[config.mk]
export PLATFORM = sky130hd
export DESIGN_NAME = mux_rr_sequencer_flat
export DESIGN_NICKNAME = d
export VERILOG_FILES = /design/src/rtl/mux_rr_sequencer_pkg.sv /design/src/rtl/mux_rr_sequencer_if.sv /design/src/rtl/mux_rr_sequencer_rr_pick.sv /design/src/rtl/mux_rr_sequencer.sv /design/src/flat_wrapper.sv
export SDC_FILE = /design/constraint.sdc
export NUM_CORES = 1
export LEC_CHECK = 0
export ABC_AREA = 0
export BUFFER_PORTS_ARGS = -buffer_cell sky130_fd_sc_hd__buf_2
export CORE_MARGIN = 2
export CORE_UTILIZATION = 47
export DETAILED_ROUTE_END_ITERATION = 7
export GPL_TIMING_DRIVEN = 0
export PLACE_DENSITY = 0.84
export SLEW_MARGIN = 20
export SYNTH_ARGS = -nofsm -noshare
export SYNTH_HDL_FRONTEND = slang
export SYNTH_SLANG_ARGS = --single-unit
[constraint.sdc]
create_clock -name clk -period 1.25 [get_ports clk]
set_input_delay 0.0625 -clock clk [delete_from_list [all_inputs] [get_ports clk]]
set_output_delay 0.0625 -clock clk [all_outputs]
set_load 0.02 [all_outputs]
[src/rtl/mux_rr_sequencer_pkg.sv]
`default_nettype none
// ============================================================================
// mux_pkg : shared constants and FSM state type for mux_rr_sequencer
// Revision: 1.0
// ============================================================================
package mux_pkg;
   localparam int NUM_CH = 4;
   localparam int SEL_W  = 2;

   typedef enum logic [1:0] {
      IDLE    = 2'd0,
      CAPTURE = 2'd1,
      HOLD    = 2'd2
   } mux_seq_state_t;
endpackage
`default_nettype wire

[src/rtl/mux_rr_sequencer_if.sv]
`default_nettype none
// ============================================================================
// mux_rr_sequencer_if : request/mux/output bundle around the sequencer
// Optional macro: MUX_SEQ_PARITY_EN adds out_par.  Revision: 1.0
// ============================================================================
interface mux_rr_sequencer_if #(
   parameter int DATA_W = 4
);
   import mux_pkg::*;

   logic [NUM_CH-1:0] req;
   logic [DATA_W-1:0] mux_out;
   logic [SEL_W-1:0]  sel;
   logic [NUM_CH-1:0] grant;
   logic [DATA_W-1:0] out_data;
   logic [SEL_W-1:0]  out_ch;
   logic              out_valid;
   logic              out_ready;
`ifdef MUX_SEQ_PARITY_EN
   logic              out_par;
`endif

   modport master (
      input  req, mux_out, out_ready,
`ifdef MUX_SEQ_PARITY_EN
      output out_par,
`endif
      output sel, grant, out_data, out_ch, out_valid
   );

   modport slave (
      output req, mux_out, out_ready,
`ifdef MUX_SEQ_PARITY_EN
      input  out_par,
`endif
      input  sel, grant, out_data, out_ch, out_valid
   );
endinterface
`default_nettype wire

[src/rtl/mux_rr_sequencer_rr_pick.sv]
`default_nettype none
// ============================================================================
// rr_pick : combinational rotating-priority encoder, search starts at ptr
// Revision: 1.0
// ============================================================================
module rr_pick
   import mux_pkg::*;
(
   input  logic [NUM_CH-1:0] req,
   input  logic [SEL_W-1:0]  ptr,
   output logic [SEL_W-1:0]  winner,
   output logic              any
);
   // Walk offsets from farthest to nearest so the nearest requester wins last.
   always_comb begin
      winner = ptr;
      any    = 1'b0;
      for (int i = NUM_CH - 1; i >= 0; i--) begin
         if (req[ptr + SEL_W'(i)]) begin
            winner = ptr + SEL_W'(i);
            any    = 1'b1;
         end
      end
   end
endmodule
`default_nettype wire

[src/rtl/mux_rr_sequencer.sv]
`default_nettype none
// ============================================================================
// mux_rr_sequencer : round-robin select driver and capture register for a
// 4-to-1 mux. Optional macro: MUX_SEQ_PARITY_EN adds out_par. Revision: 1.0
// ============================================================================
module mux_rr_sequencer
   import mux_pkg::*;
#(
   parameter int DATA_W = 4
) (
   input  logic               clk,
   input  logic               rst,
   mux_rr_sequencer_if.master bus
);
   mux_seq_state_t    state_q, state_d;
   logic [SEL_W-1:0]  sel_q, sel_d;
   logic [SEL_W-1:0]  ptr_q, ptr_d;
   logic [NUM_CH-1:0] grant_q, grant_d;
   logic [DATA_W-1:0] out_data_q, out_data_d;
   logic [SEL_W-1:0]  out_ch_q, out_ch_d;
   logic              out_valid_q, out_valid_d;
`ifdef MUX_SEQ_PARITY_EN
   logic              out_par_q, out_par_d;
`endif
   logic [SEL_W-1:0]  winner;
   logic              any;

   rr_pick u_rr_pick (
      .req    (bus.req),
      .ptr    (ptr_q),
      .winner (winner),
      .any    (any)
   );

   always_comb begin
      state_d     = state_q;
      sel_d       = sel_q;
      ptr_d       = ptr_q;
      grant_d     = '0;
      out_data_d  = out_data_q;
      out_ch_d    = out_ch_q;
      out_valid_d = out_valid_q;
`ifdef MUX_SEQ_PARITY_EN
      out_par_d   = out_par_q;
`endif
      case (state_q)
         IDLE: begin
            if (any) begin
               sel_d   = winner;
               state_d = CAPTURE;
            end
         end
         CAPTURE: begin
            out_data_d     = bus.mux_out;
            out_ch_d       = sel_q;
            out_valid_d    = 1'b1;
            grant_d[sel_q] = 1'b1;
            ptr_d          = sel_q + SEL_W'(1);
`ifdef MUX_SEQ_PARITY_EN
            out_par_d      = ^bus.mux_out;
`endif
            state_d        = HOLD;
         end
         HOLD: begin
            if (bus.out_ready) begin
               out_valid_d = 1'b0;
               state_d     = IDLE;
            end
         end
         default: state_d = IDLE;
      endcase
   end

   always_ff @(posedge clk) begin
      if (rst) begin
         state_q     <= IDLE;
         sel_q       <= '0;
         ptr_q       <= '0;
         grant_q     <= '0;
         out_data_q  <= '0;
         out_ch_q    <= '0;
         out_valid_q <= 1'b0;
`ifdef MUX_SEQ_PARITY_EN
         out_par_q   <= 1'b0;
`endif
      end else begin
         state_q     <= state_d;
         sel_q       <= sel_d;
         ptr_q       <= ptr_d;
         grant_q     <= grant_d;
         out_data_q  <= out_data_d;
         out_ch_q    <= out_ch_d;
         out_valid_q <= out_valid_d;
`ifdef MUX_SEQ_PARITY_EN
         out_par_q   <= out_par_d;
`endif
      end
   end

   assign bus.sel       = sel_q;
   assign bus.grant     = grant_q;
   assign bus.out_data  = out_data_q;
   assign bus.out_ch    = out_ch_q;
   assign bus.out_valid = out_valid_q;
`ifdef MUX_SEQ_PARITY_EN
   assign bus.out_par   = out_par_q;
`endif
endmodule
`default_nettype wire

[src/flat_wrapper.sv]
// flat-port wrapper written by rule: the top's interface ports become plain ports
module mux_rr_sequencer_flat import mux_pkg::*;
#(
   parameter int DATA_W = 4
)
  (clk, rst, bus_req, bus_mux_out, bus_out_ready, bus_sel, bus_grant, bus_out_data, bus_out_ch, bus_out_valid);
  mux_rr_sequencer_if #(.DATA_W(DATA_W)) bus_i ();
  input  logic clk;
  input  logic rst;
  input wire logic [$bits(bus_i.req)-1:0] bus_req;
  input wire logic [$bits(bus_i.mux_out)-1:0] bus_mux_out;
  input wire logic [$bits(bus_i.out_ready)-1:0] bus_out_ready;
  output wire logic [$bits(bus_i.sel)-1:0] bus_sel;
  output wire logic [$bits(bus_i.grant)-1:0] bus_grant;
  output wire logic [$bits(bus_i.out_data)-1:0] bus_out_data;
  output wire logic [$bits(bus_i.out_ch)-1:0] bus_out_ch;
  output wire logic [$bits(bus_i.out_valid)-1:0] bus_out_valid;
  assign bus_i.req = bus_req;
  assign bus_i.mux_out = bus_mux_out;
  assign bus_i.out_ready = bus_out_ready;
  assign bus_sel = bus_i.sel;
  assign bus_grant = bus_i.grant;
  assign bus_out_data = bus_i.out_data;
  assign bus_out_ch = bus_i.out_ch;
  assign bus_out_valid = bus_i.out_valid;
  mux_rr_sequencer #(.DATA_W(DATA_W)) u_core (.clk(clk), .rst(rst), .bus(bus_i));
endmodule
==> flow_results.org <==
** Synth
- After synthesis, the largest family of logic cells by area is simple AND/OR/NAND/NOR gates.
- Synth Cell Area :: 727 um^2
- Number of enable-type register cells in the synthesized netlist :: 0
- Count of warnings emitted by yosys :: 0
- Sequential elements use 46.8% of the synthesized area.
- A synthesized cell averages 8.87 um^2.
- Net count after synthesis :: 97
- Cells after Synth :: 82
- Simple-gate area share of the yosys netlist :: 23.4%
- The netlist uses 21 different library cells.
- Commonest register cell after synthesis :: sky130_fd_sc_hd__dfxtp_1
- Synthesized-area fraction occupied by ao, oa, aoi and oai cells :: 18.2%
- Summing the areas of all xor and xnor instances in the mapped netlist gives 0% of the synthesized area.
- Counting flops and latches in the post-synthesis netlist gives 17.
- Adder-cell share of the synthesized area :: 6.88%
- Multiplexer fraction of the synthesized cell area :: 1.38%
- For this run, asynchronously set or reset flops after synthesis account for 0%.

** Routing
- For this block, the routed nets add up to 1430 um of wire.
- Detailed-routing wirelength on met1 :: 635 um
- Total length of routed met2 wires :: 704 um
- After detailed routing, the number of remaining DRC violations is 0.
- Routed length per instance :: 11.3 um
- Remaining antenna violation count after routing :: 0
- Uppermost layer routed :: met4
- The pre-antenna-repair detailed-routing pass consisted of 4 iterations.
- Via count normalized by instance count :: 5.13
- The first routing iteration left 5 violations.
- For this block, the via count after detailed routing is 652.
- Wire length on met3 :: 67 um

** Power
- In this run the power density over the cells is 1230 mW/mm^2.
- Across the VDD grid, the largest voltage drop is 0.000890 V.
- Leakage power total :: 0.413 nW
- Summing internal, switching and leakage power gives 1.12 mW.

** GRT
- Global routing used 17.7% of the available tracks.
- Entering global routing, the biggest net connects 11 pins.
- Number of antenna violations at the first check in global routing :: 0
- Remaining global-route overflow :: 0
- Wire length of the first global-routing pass :: 2450 um
- Number of global-route vias before repair :: 576

** Placement
- Final GP Congestion :: 0.722
- Placed wire-length estimate after detailed placement :: 1050 um
- Port buffer count :: 23

** Worst hold path
- The path class of the tightest hold or removal check is input pin to flip-flop.
- Along the worst hold path, the cell count comes to 3.
- Worst Hold Launch :: bus_mux_out[1]
- The path with the worst hold slack has its endpoint at u_core.bus.out_data[1].

** Floorplanning
- Boundary Pins :: 24
- Area inside the core boundary :: 0.00147 mm^2
- Initial standard-cell utilization of the core :: 49.4%
- Die Ht :: 43.3 um
- Die area :: 0.00188 mm^2
- Site row count :: 14
- In this run the horizontal extent of the chip is 43.3 um.

** Critical path
- The critical path is of the flip-flop to flip-flop type.
- CP Data Arrival Time :: 1.34 ns
- Sequence of cells on the critical path :: nor2_2 -> a2111oi_2 -> o21ai_1 -> o21ai_1
- The startpoint identified for the worst register-to-register timing path is u_core.ptr_q[1].
- Critical path endpoint category :: flip-flop
- Counting both buffers and inverters, the worst setup path holds a total of 0.
- Crit-path leading delay family :: compound AO/OA/AOI/OAI gates
- Endpoint of the worst register-to-register path :: u_core.bus.sel[0]
- Across all register-to-register paths, the minimum setup slack is 0.13 ns.
- Cell with the most instances on the worst path :: sky130_fd_sc_hd__o21ai_1
- The largest single stage delay on the critical path is 0.41 ns.
- At the worst endpoint, the required time is 1.47 ns.
- In this run the worst path has a maximum fanout of 7.
- Tracing the worst setup path back leads to its startpoint at u_core.ptr_q[1].
- Count of cells along the worst register-to-register path :: 4
- Crit start category :: flip-flop
- Slowest stage cell on the critical path :: sky130_fd_sc_hd__dfxtp_2

** Run status
- The run finished with clean final reports.

** STA
- Of the available clock period, the critical path in the final layout requires 89.6%.
- Setup violations remaining at the end of the flow were counted as 0.
- Number of hold violations in the final report :: 0
- Peak clock frequency supported by timing :: 893 MHz
- For the final database, setup skew stands at 0.00414 ns.
- Setup repair after global routing missed its margin :: no
- Min Tclk post-route :: 1.12 ns
- The max-slew violation total from the final report came to 0.
- Worst Tran Pin Value :: 0.504 ns
- Worst-case headroom to the max-slew limit :: 66.0%
- Setup TNS :: 0 ns

** Clock tree
- Inserted Clock Buffers :: 3
- In this run the number of H-tree levels came out at 1.
- The tree built by TritonCTS fans out to 17 sinks.
- Clock root buffer :: sky130_fd_sc_hd__clkbuf_4
- Max Root-Sink Buffers :: 2
- Clock edge transition at the registers on the reported setup and hold paths :: 0.09 ns
- CTS tree :: yes
- The clock reaches the later pin of the worst-skew pair after 0.29 ns.

** Cells and area
- Storage cell area :: 343 um^2
- The net count of the finished layout is 127.
- In the final layout, the multi-input gates occupy 363 um^2.
- In the final layout, the share of cells above drive strength 1 is 31.5%.
- The area growth from synthesis to layout is 25.5%.
- Fill count :: 138
- The number of antenna diodes in the final layout is 0.

** Run
- The tool flagged a number of max-cap violations equal to 0.
-- layout by cell type (no fill, tap or decap), drive strengths merged --
| cell | n |
|---|---|
| nand2 | 14 |
| or3b | 1 |
| ha | 4 |
| clkbuf | 6 |
| a21oi | 11 |
| a2111oi | 1 |
| dfxtp | 17 |
| inv | 3 |
| nor2 | 9 |
| nor2b | 1 |
| nand2b | 3 |
| a211oi | 1 |
| nand3b | 3 |
| o41ai | 2 |
| buf | 24 |
| mux2i | 1 |
| a21boi | 1 |
| and2 | 4 |
| o21ai | 3 |
| dlygate4sd3 | 2 |
-- layer usage --
layer  vias to the layer above  global-route usage [%]
met3                         6                    6.25
met4                         0                    7.27
met1                       296                    21.1
met2                        14                    29.0
met5                         -                       0
li1                        336                       -
-- worst max path at each step --
stage                   endpoint  cells after the start
6_report       u_core.bus.sel[0]                      4
5_1_grt        u_core.bus.sel[0]                      4
4_1_cts        u_core.bus.sel[0]                      4
3_5_place_dp   u_core.bus.sel[0]                      4
3_3_place_gp   u_core.bus.sel[0]                      4
2_1_floorplan    u_core.ptr_q[1]                      4
-- flip-flops by register name, indices dropped and copies added (netlist names) --
name / count
u_core.bus.out_valid: 1
u_core.bus.out_ch: 2
u_core.bus.grant: 4
u_core.bus.sel: 2
u_core.ptr_q: 2
u_core.bus.out_data: 4
u_core.state_q: 2
-- cell usage after synthesis, types with 2 or more instances --
cell / n / area, um^2
sky130_fd_sc_hd__dfxtp_1: 17 / 340
sky130_fd_sc_hd__ha_1: 4 / 50.1
sky130_fd_sc_hd__clkbuf_1: 2 / 7.51
sky130_fd_sc_hd__nand2_1: 14 / 52.6
sky130_fd_sc_hd__o21ai_1: 2 / 10.0
sky130_fd_sc_hd__nor2_1: 8 / 30.0
sky130_fd_sc_hd__o41ai_2: 2 / 32.5
sky130_fd_sc_hd__nand3b_1: 3 / 22.5
sky130_fd_sc_hd__inv_1: 3 / 11.3
sky130_fd_sc_hd__a21oi_1: 11 / 55.1
sky130_fd_sc_hd__nand2b_1: 3 / 18.8
sky130_fd_sc_hd__and2_1: 4 / 25.0
-- cell type report --
type	instances	share of cell area, %
Multi-Input combinational cell	59	39.8
Sequential cell	17	37.6
Timing Repair Buffer	25	14.8
Clock buffer	4	2.88
Tap cell	16	2.19
Buffer	3	1.51
Inverter	3	1.23
-- what timing repair did --
item | CTS | global route
resized for setup | 0 | 4
hold endpoints to repair | 2 | 0
hold buffers | 2 | 0
buffers inserted | 0 | 0
endpoints found under the setup margin | 0 | 4
-- per-stage QoR --
step | worst slack [ns] | area, um^2 | instances | utilization, % | hold slack (ns)
finish | 0.130 | 912 | 127 | 62.0 | 0.00223
global route | 0.0206 | 912 | 127 | 62.0 | 0.00493
CTS | 0.0434 | 908 | 127 | 61.7 | 0.000524
detailed placement | 0.0726 | 862 | 121 | 58.6 | 0.307
global placement | 0.0932 | 862 | 121 | 58.6 | 0.304
floorplan | 0.120 | 727 | 82 | - | 0.132
-- report_power, final --
group          switching, mW  internal (mW)
clock network          0.161          0.124
registers             0.0345          0.581
logic                  0.131         0.0906
-- worst min-delay path, stage by stage --
cell and delay [ns]:
sky130_fd_sc_hd__buf_2 0.09, sky130_fd_sc_hd__nand2_1 0.05, sky130_fd_sc_hd__a21oi_1 0.05
-- cells by family after synthesis --
| family | after synthesis |
|---|---|
| AND/OR/NAND/NOR | 35 |
| AO/OA/AOI/OAI | 19 |
| flip-flops | 17 |
| buffers and inverters | 6 |
| adder cells (fa/ha/maj) | 4 |
| multiplexers | 1 |
(Power assumes the default switching activity.)
